===== config.mk =====
export PLATFORM = sky130hd
export DESIGN_NAME = tx_burst_ctrl
export DESIGN_NICKNAME = d
export VERILOG_FILES = /design/src/rtl/uart_pkg.sv /design/src/rtl/tx_byte_ring.sv /design/src/rtl/tx_burst_ctrl.sv
export SDC_FILE = /design/constraint.sdc
export NUM_CORES = 1
export LEC_CHECK = 0
export BUFFER_PORTS_ARGS = -buffer_cell sky130_fd_sc_hd__buf_2
export CORE_ASPECT_RATIO = 1.1
export CORE_UTILIZATION = 30
export CTS_CLUSTER_DIAMETER = 150
export DETAILED_ROUTE_END_ITERATION = 10
export GPL_ROUTABILITY_DRIVEN = 1
export PLACE_DENSITY = 0.46
export SYNTH_ARGS = -nofsm -noshare
export SYNTH_HDL_FRONTEND = slang
export SYNTH_SLANG_ARGS = --single-unit
export TNS_END_PERCENT = 1

===== constraint.sdc =====
create_clock -name clk -period 2.4 [get_ports clk]
set_input_delay 0.24 -clock clk [delete_from_list [all_inputs] [get_ports clk]]
set_output_delay 0.24 -clock clk [all_outputs]
set_load 0.1 [all_outputs]

===== src/rtl/uart_pkg.sv =====
// Shared types and defaults for the UART transmit path (byte type, burst
// sequencer states, default queue depth).
package uart_pkg;

  typedef logic [7:0] byte_t;

  typedef enum logic [1:0] {
    IDLE      = 2'd0,
    LOAD      = 2'd1,
    WAIT_DONE = 2'd2,
    GAP       = 2'd3
  } tx_burst_state_t;

  localparam int TX_DEPTH_DEFAULT = 4;

endpackage


===== src/rtl/tx_byte_ring.sv =====
// Circular byte buffer with push/pop, occupancy count, full/empty flags and a
// flattened oldest-first view of the stored bytes.
module tx_byte_ring
  import uart_pkg::*;
#(
  parameter int DEPTH = TX_DEPTH_DEFAULT
) (
  input  logic                     clk,
  input  logic                     rst_n,
  input  logic                     push_i,
  input  logic [7:0]               push_data_i,
  input  logic                     pop_i,
  output logic [7:0]               head_o,
  output logic [$clog2(DEPTH):0]   count_o,
  output logic                     full_o,
  output logic                     empty_o,
  output logic                     drop_o,
  output logic [DEPTH*8-1:0]       peek_o
);

  localparam int PW = $clog2(DEPTH);
  localparam int CW = PW + 1;

  byte_t         mem_q [DEPTH];
  logic [PW-1:0] wr_ptr_q;
  logic [PW-1:0] rd_ptr_q;
  logic [CW-1:0] count_q;

  logic pop_ok;
  logic push_ok;

  // A pop in the same cycle frees the slot a full-buffer push writes into.
  assign pop_ok  = pop_i && (count_q != '0);
  assign push_ok = push_i && ((count_q != CW'(DEPTH)) || pop_ok);
  assign drop_o  = push_i && !push_ok;

  // NOTE: the storage array is reset on purpose: the display reads it through
  // peek_o, and a zeroed buffer keeps that view defined from the first clock.
  always_ff @(posedge clk or negedge rst_n) begin
    if (!rst_n) begin
      for (int i = 0; i < DEPTH; i++) mem_q[i] <= '0;
      wr_ptr_q <= '0;
      rd_ptr_q <= '0;
      count_q  <= '0;
    end else begin
      if (push_ok) begin
        mem_q[wr_ptr_q] <= push_data_i;
        wr_ptr_q        <= wr_ptr_q + PW'(1);
      end
      if (pop_ok) rd_ptr_q <= rd_ptr_q + PW'(1);
      case ({push_ok, pop_ok})
        2'b10:   count_q <= count_q + CW'(1);
        2'b01:   count_q <= count_q - CW'(1);
        default: count_q <= count_q;
      endcase
    end
  end

  assign head_o  = mem_q[rd_ptr_q];
  assign count_o = count_q;
  assign full_o  = (count_q == CW'(DEPTH));
  assign empty_o = (count_q == '0);

  // NOTE: every output of an always_comb gets a default first so no path can
  // leave it unassigned and infer a latch.
  always_comb begin
    peek_o = '0;
    for (int i = 0; i < DEPTH; i++) begin
      if (CW'(i) < count_q) peek_o[i*8 +: 8] = mem_q[rd_ptr_q + PW'(i)];
    end
  end

endmodule


===== src/rtl/tx_burst_ctrl.sv =====
// Byte queue and transmit sequencer feeding uart_tx, single-byte or burst.
// Define TX_GAP_EN to insert GAP_CYCLES idle clocks between burst bytes.
module tx_burst_ctrl
  import uart_pkg::*;
#(
  parameter int DEPTH      = TX_DEPTH_DEFAULT,
  parameter int GAP_CYCLES = 16
) (
  input  logic                   clk,
  input  logic                   rst_n,
  input  logic                   push_i,
  input  logic [7:0]             push_data_i,
  input  logic                   send_one_i,
  input  logic                   send_all_i,
  input  logic                   tx_done_i,
  output logic                   tx_start_o,
  output logic [7:0]             tx_data_o,
  output logic [$clog2(DEPTH):0] count_o,
  output logic                   full_o,
  output logic                   empty_o,
  output logic                   busy_o,
  output logic                   overflow_o,
  output logic [DEPTH*8-1:0]     peek_o
);

  if ((DEPTH < 2) || ((DEPTH & (DEPTH - 1)) != 0)) begin : g_bad_depth
    $error("tx_burst_ctrl: DEPTH must be a power of two and at least 2");
  end
  if (GAP_CYCLES < 1) begin : g_bad_gap
    $error("tx_burst_ctrl: GAP_CYCLES must be at least 1");
  end

  tx_burst_state_t state_q, state_d;
  logic            burst_q, burst_d;
  byte_t           data_q, data_d;
  logic            done_q;
  logic            overflow_q;
  logic            pop;
  logic            ring_empty;
  logic            ring_drop;
  byte_t           ring_head;

`ifdef TX_GAP_EN
  localparam int GW = (GAP_CYCLES > 1) ? $clog2(GAP_CYCLES) : 1;
  logic [GW-1:0] gap_cnt_q, gap_cnt_d;
`endif

  tx_byte_ring #(.DEPTH(DEPTH)) u_ring (
    .clk         (clk),
    .rst_n       (rst_n),
    .push_i      (push_i),
    .push_data_i (push_data_i),
    .pop_i       (pop),
    .head_o      (ring_head),
    .count_o     (count_o),
    .full_o      (full_o),
    .empty_o     (ring_empty),
    .drop_o      (ring_drop),
    .peek_o      (peek_o)
  );

  always_comb begin
    state_d = state_q;
    burst_d = burst_q;
    data_d  = data_q;
    pop     = 1'b0;
`ifdef TX_GAP_EN
    gap_cnt_d = gap_cnt_q;
`endif
    case (state_q)
      IDLE: begin
        // Requests see the occupancy before any same-cycle push lands.
        if ((send_one_i || send_all_i) && !ring_empty) begin
          pop     = 1'b1;
          data_d  = ring_head;
          burst_d = send_all_i;
          state_d = LOAD;
        end
      end
      LOAD: state_d = WAIT_DONE;
      WAIT_DONE: begin
        if (done_q) begin
          if (burst_q && !ring_empty) begin
            pop    = 1'b1;
            data_d = ring_head;
`ifdef TX_GAP_EN
            state_d   = GAP;
            gap_cnt_d = GW'(GAP_CYCLES - 1);
`else
            state_d = LOAD;
`endif
          end else begin
            state_d = IDLE;
            burst_d = 1'b0;
          end
        end
      end
`ifdef TX_GAP_EN
      GAP: begin
        if (gap_cnt_q == '0) state_d = LOAD;
        else                 gap_cnt_d = gap_cnt_q - GW'(1);
      end
`endif
      default: state_d = IDLE;
    endcase
  end

  // NOTE: sequential state uses non-blocking assignments so every register
  // samples the pre-edge values regardless of statement order.
  always_ff @(posedge clk or negedge rst_n) begin
    if (!rst_n) begin
      state_q    <= IDLE;
      burst_q    <= 1'b0;
      data_q     <= '0;
      done_q     <= 1'b0;
      overflow_q <= 1'b0;
    end else begin
      state_q    <= state_d;
      burst_q    <= burst_d;
      data_q     <= data_d;
      done_q     <= tx_done_i;
      overflow_q <= overflow_q | ring_drop;
    end
  end

`ifdef TX_GAP_EN
  always_ff @(posedge clk or negedge rst_n) begin
    if (!rst_n) gap_cnt_q <= '0;
    else        gap_cnt_q <= gap_cnt_d;
  end
`endif

  assign tx_start_o = (state_q == LOAD);
  assign tx_data_o  = data_q;
  assign empty_o    = ring_empty;
  assign busy_o     = (state_q != IDLE);
  assign overflow_o = overflow_q;

endmodule


==> impl_metrics.env, run 1 <==
export IMPL_yosysTopAreaCellShare=0.4262
export IMPL_h_tree_depth=2
export IMPL_drt_iter0_markers=77
export IMPL_startpoint="u_ring.rd_ptr_q[1]"
export IMPL_area_growth_pct=38.85
export IMPL_rows=38
export IMPL_endpoint="peek_o[2]"
export IMPL_crit_buf_inv=2
export IMPL_ys_flop_type="dfrtp_1"
export IMPL_setup_viol=0
export IMPL_clock_sinks=52
export IMPL_netlist_top_cells_area="dfrtp_1, mux2_2, mux2i_1"
export IMPL_yosysUniqueCellTypes=32
export IMPL_path_cells="buf_4 -> mux2_2 -> o21ai_0 -> nor2_1 -> buf_12"
export IMPL_vias=2282
export IMPL_rsz0062_at_grt="false"
export IMPL_regToRegSetupSlack_ns=0.23
export IMPL_gp_congestion=0.7909
export IMPL_fin_crit_sh=0.9395
export IMPL_overflow=0
export IMPL_cp_start_kind="register"
export IMPL_cts_root_buf="clkbuf_8"
export IMPL_grt_max_degree=35
export IMPL_yosysTopAreaCell="dfrtp_1"
export IMPL_slew_viol_final=0
export IMPL_maxCapViolCount=0
export IMPL_layout_commonest_cell="dfrtp_1"
export IMPL_final_core_util=0.4286
export IMPL_max_freq_mhz=443.5
export IMPL_drive_above_1_share=0.4551
export IMPL_cts_buffer_depth=2
export IMPL_maxSlewHeadroom=0.5358
export IMPL_min_path_type="in2reg"
export IMPL_slowest_delay_ns=0.42
export IMPL_firstDrtPassIters=7
export IMPL_drc=3
export IMPL_cp_arrival_ns=2.01
export IMPL_synthCells=277
export IMPL_yosys_warnings=0
export IMPL_netlist_area_sq_mm=0.003053
export IMPL_cp_top_family="compound AO/OA/AOI/OAI gates"
export IMPL_violations="design-rule violations"
export IMPL_grt_antenna_before_repair=0
export IMPL_slowest_stage="o21ai_0"
export IMPL_worstReg2RegEnd="u_ring.count_o[2]"
export IMPL_cts_buffers=5
export IMPL_synth_edff_count=0
export IMPL_end_kind="primary output"
export IMPL_synth_seq_area_share=0.4262
export IMPL_worstMarginPinSlew_ns=0.6955
export IMPL_required_ns=2.16
export IMPL_vias_per_cell=4.908
export IMPL_reg2regPathDepth=10
export IMPL_track_usage=0.1620
export IMPL_fin_skew_ns=0.01275
export IMPL_routed_wl_um=7992
export IMPL_min_period_ns=2.255
export IMPL_synth_async_sr_flop_share=1.000
export IMPL_path_clk_slew_ns=0.09
export IMPL_diodes=0
export IMPL_dp_hpwl_um=5818
export IMPL_syn_nets=299
export IMPL_hold_depth=1
export IMPL_crit_type="reg2out"
export IMPL_cts_tree="built"
export IMPL_fin_hold_ws_ns=0.05075
export IMPL_die_h_um=107.8
export IMPL_status="finished, violations left"
export IMPL_nets=366
export IMPL_wl_per_cell_um=17.19
export IMPL_dieArea_sq_mm=0.01058
export IMPL_reg2reg_from="u_ring.count_o[0]"
export IMPL_post_cts_buffers=0
export IMPL_grt_pass1_wl_um=13250
export IMPL_ios=62
export IMPL_ys_ff_latch=52
export IMPL_grt_pass1_vias=2399
export IMPL_fp_dieW_um=98.19
export IMPL_path_depth=5
export IMPL_portBuffers=61
export IMPL_initial_core_util=0.3087
export IMPL_mostFrequentLayoutCells="dfrtp_1, mux2_2, buf_2"
export IMPL_drtAntennaViolNets=0
export IMPL_clkLatencyLatePin_ns=0.30
export IMPL_cp_max_fo=8
export IMPL_syn_area_per_cell_sq_um=11.02
export IMPL_core_area_sq_mm=0.009889
export IMPL_hold_viol=0
metrics by stage:
| stage | cell area (sq um) | instances | setup TNS (ns) | worst slack [ns] |
|---|---|---|---|---|
| 5_1_grt | 4239 | 465 | 0 | 0.03510 |
| 3_5_place_dp | 4100 | 456 | 0 | 0.2334 |
| 6_report | 4239 | 465 | 0 | 0.1452 |
| 3_3_place_gp | 4100 | 456 | 0 | 0.3343 |
| 2_1_floorplan | 3221 | 277 | -3.355 | -0.1993 |
| 4_1_cts | 4239 | 465 | 0 | 0.1152 |
final cells by class:
type	instances	area, sq um
well taps	120	150.1
inverters	15	56.30
clock buffers	7	96.34
fillers	948	5650
flip-flops and latches	52	1311
clock inverters	1	30.03
multi-input cells	194	1774
repair buffers	76	820.8
routing by layer:
layer	vias to the layer above	global-route usage	share of wire
met2	53	0.2651	0.47
li1	1109	-	-
met3	2	0.02792	0.032
met4	0	0.02878	0.0048
met1	1118	0.2261	0.49
met5	-	0	0
cells by family (layout without fill, tap and decap cells):
kind of cell	count (synthesis)	after routing	synth area share
AOI/OAI and AO/OA	54	54	0.1316
xor gates and xnor gates	6	6	0.01721
adders and majority gates	8	8	0.03279
buffers and inverters	31	99	0.04221
DFF	52	52	0.4262
muxes	67	67	0.2385
and+or+nand+nor	59	59	0.1115
flip-flops by register name (all words and copies together) (netlist names):
name,count
u_ring.mem_q,32
tx_data_o,8
u_ring.count_o,3
state_q,2
u_ring.rd_ptr_q,2
u_ring.wr_ptr_q,2
burst_q,1
done_q,1
overflow_o,1
synth_stat cells, drive strengths merged, types with 2 or more instances:
master,number
nand2,20
a211oi,31
buf,6
dfrtp,52
nor3,2
ha,8
nor2,22
nor2b,9
o21ai,9
mux2i,24
a21o,2
inv,15
xnor2,5
clkbuf,10
a21oi,2
o211a,7
mux2,43
worst reg2reg max path: cells and delay by family (launching register included):
family,cells,cell delay [ns]
XOR/XNOR,1,0.13
adder cells (fa/ha/maj),2,0.39
multiplexers,1,0.18
buffers and inverters,2,0.16
flip-flops,1,0.53
AND/OR/NAND/NOR,4,0.69
worst min-delay path by stage:
| stage | startpoint | end | slack [ns] |
|---|---|---|---|
| floorplan | rst_n | burst_q | -0.06 |
| global placement | rst_n | u_ring.wr_ptr_q[0] | 0.18 |
| detailed placement | rst_n | u_ring.wr_ptr_q[1] | 0.18 |
| CTS | tx_done_i | done_q | 0.04 |
| global route | tx_done_i | done_q | 0.03 |
| finish | tx_done_i | done_q | 0.05 |
repair_timing:
action,4_1_cts,5_1_grt
hold buffers,1,0
resized for setup,1,0
setup endpoints to repair,3,0
endpoints found under the hold margin,14,0
Power of run 1 is left out: the tool's default activity adds up to more than one toggle a clock period on the data nets, which glitch-free logic cannot reach.
==> inputs of run 2 (changes only) <==
--- a/config.mk
+++ b/config.mk
@@ -6,12 +6,15 @@
 export NUM_CORES = 1
 export LEC_CHECK = 0
 export BUFFER_PORTS_ARGS = -buffer_cell sky130_fd_sc_hd__buf_2
+export CAP_MARGIN = 20
+export CELL_PAD_IN_SITES_DETAIL_PLACEMENT = 0
+export CELL_PAD_IN_SITES_GLOBAL_PLACEMENT = 1
 export CORE_ASPECT_RATIO = 1.1
 export CORE_UTILIZATION = 30
 export CTS_CLUSTER_DIAMETER = 150
 export DETAILED_ROUTE_END_ITERATION = 10
 export GPL_ROUTABILITY_DRIVEN = 1
-export PLACE_DENSITY = 0.46
+export PLACE_DENSITY = 0.56
 export SYNTH_ARGS = -nofsm -noshare
 export SYNTH_HDL_FRONTEND = slang
 export SYNTH_SLANG_ARGS = --single-unit
==> run 2 against run 1 <==
  * The run ends with negative hold slack left
  * Worst hold slack got worse by 0.064 ns
  * Final cell count fell by 1.1%
  * Utilization fell by 0.48 points
  * Clock-buffer cell count fell by 2
  * Global-route usage fell by 0.066 points
  * Flip-flop and latch count did not move
  * Die area did not move
  * Final area fell by 1.1%
  * Via count fell by 0.88%
  * Critical path depth fell by 2
  * Non-clock buffer count fell by 5
  * Wire length rose by 0.39%
  * Critical endpoint is now peek_o[23]
==> impl_metrics.env, run 2 (synthesis results as in run 1) <==
export IMPL_status="finished, violations left"
export IMPL_violations="negative hold slack"
export IMPL_hold_viol=4
export IMPL_h_tree_depth=2
export IMPL_fp_dieW_um=98.19
export IMPL_crit_type="reg2out"
export IMPL_cts_buffers=5
export IMPL_final_core_util=0.4238
export IMPL_layout_commonest_cell="dfrtp_1"
export IMPL_grt_pass1_wl_um=13030
export IMPL_worstMarginPinSlew_ns=1.067
export IMPL_min_period_ns=2.308
export IMPL_clock_sinks=52
export IMPL_portBuffers=61
export IMPL_die_h_um=107.8
export IMPL_cts_root_buf="clkbuf_8"
export IMPL_slowest_stage="a21oi_2"
export IMPL_post_cts_buffers=0
export IMPL_top_register="u_ring.mem_q"
export IMPL_grt_antenna_before_repair=0
export IMPL_max_freq_mhz=433.3
export IMPL_ctsHoldBuffers=0
export IMPL_routed_wl_um=8023
export IMPL_maxSlewHeadroom=0.2889
export IMPL_cp_max_fo=8
export IMPL_overflow=0
export IMPL_drtAntennaViolNets=0
export IMPL_area_growth_pct=37.30
export IMPL_fin_hold_ws_ns=-0.01307
export IMPL_drc=0
export IMPL_drive_above_1_share=0.4500
export IMPL_ios=62
export IMPL_mostFrequentLayoutCells="dfrtp_1, mux2_2, buf_2"
export IMPL_nets=361
export IMPL_grt_max_degree=48
export IMPL_dieArea_sq_mm=0.01058
export IMPL_wl_per_cell_um=17.44
export IMPL_firstDrtPassIters=6
export IMPL_cp_arrival_ns=2.07
export IMPL_maxCapViolCount=0
export IMPL_slowest_delay_ns=0.85
export IMPL_required_ns=2.16
export IMPL_cts_resized=0
export IMPL_largest_reg_flops=32
export IMPL_vias=2262
export IMPL_min_path_type="in2async"
export IMPL_setup_viol=0
export IMPL_fin_skew_ns=0.01315
export IMPL_cts_tree="built"
export IMPL_cp_start_kind="register"
export IMPL_clkLatencyLatePin_ns=0.31
export IMPL_dp_hpwl_um=5694
export IMPL_slew_viol_final=0
export IMPL_initial_core_util=0.3087
export IMPL_cts_buffer_depth=2
export IMPL_post_place_ws_ns=0.2661
export IMPL_drt_iter0_markers=127
export IMPL_track_usage=0.1613
export IMPL_end_kind="primary output"
export IMPL_core_area_sq_mm=0.009889
export IMPL_vias_per_cell=4.917
export IMPL_path_clk_slew_ns=0.11
export IMPL_path_cells="a21oi_2 -> a211oi_2 -> buf_12"
export IMPL_grt_pass1_vias=2344
export IMPL_rsz0062_at_grt="false"
export IMPL_diodes=0
export IMPL_fin_crit_sh=0.9616
export IMPL_gp_congestion=0.7538
export IMPL_rows=38
export IMPL_timing_final_ws_setup_ns=0.09214
## run 2: worst max-delay path: cells and delay by family, from the launching register on
kind | cells | cell delay [ns]
compound gates | 2 | 0.99
buf+inv | 1 | 0.23
flops | 1 | 0.53
## run 2: path summary, 6_finish.rpt
kind,start,end,slack (ns),cells after the start
worst max register to register,u_ring.count_o[0],u_ring.count_o[2],0.29,10
min in group clk,tx_done_i,done_q,0.04,1
worst min-delay path,rst_n,overflow_o,-0.01,1
worst max-delay path,u_ring.count_o[1],peek_o[23],0.09,3
worst min register to register,overflow_o,overflow_o,0.47,1
max in group asynchronous,rst_n,u_ring.mem_q[10],1.61,2
## run 2: per-layer routing
metal,GRT usage,part of all wire,vias up
met1,0.2195,0.49,1117
met4,0.03518,0.0070,0
met5,0,0,-
li1,-,-,1097
met3,0.02987,0.036,4
met2,0.2666,0.47,44
## run 2: final cells by class
class	count	area, sq um
sequential	52	1311
multi-input combinational	194	1774
tap	120	150.1
fill	962	5698
clock inverter	3	46.29
clock buffer	5	68.82
timing repair buffer	71	784.5
inverter	15	56.30
## run 2: per-stage QoR
| stage | hold slack [ns] | cells | area, sq um | setup TNS [ns] |
|---|---|---|---|---|
| floorplan | -0.05559 | 277 | 3221 | -3.355 |
| global placement | 0.3607 | 451 | 4063 | 0 |
| detailed placement | 0.3627 | 452 | 4074 | 0 |
| CTS | 0.02692 | 460 | 4189 | 0 |
| global route | 0.01914 | 460 | 4192 | 0 |
| finish | -0.01307 | 460 | 4192 | 0 |
Power of run 2 is left out for the same reason.
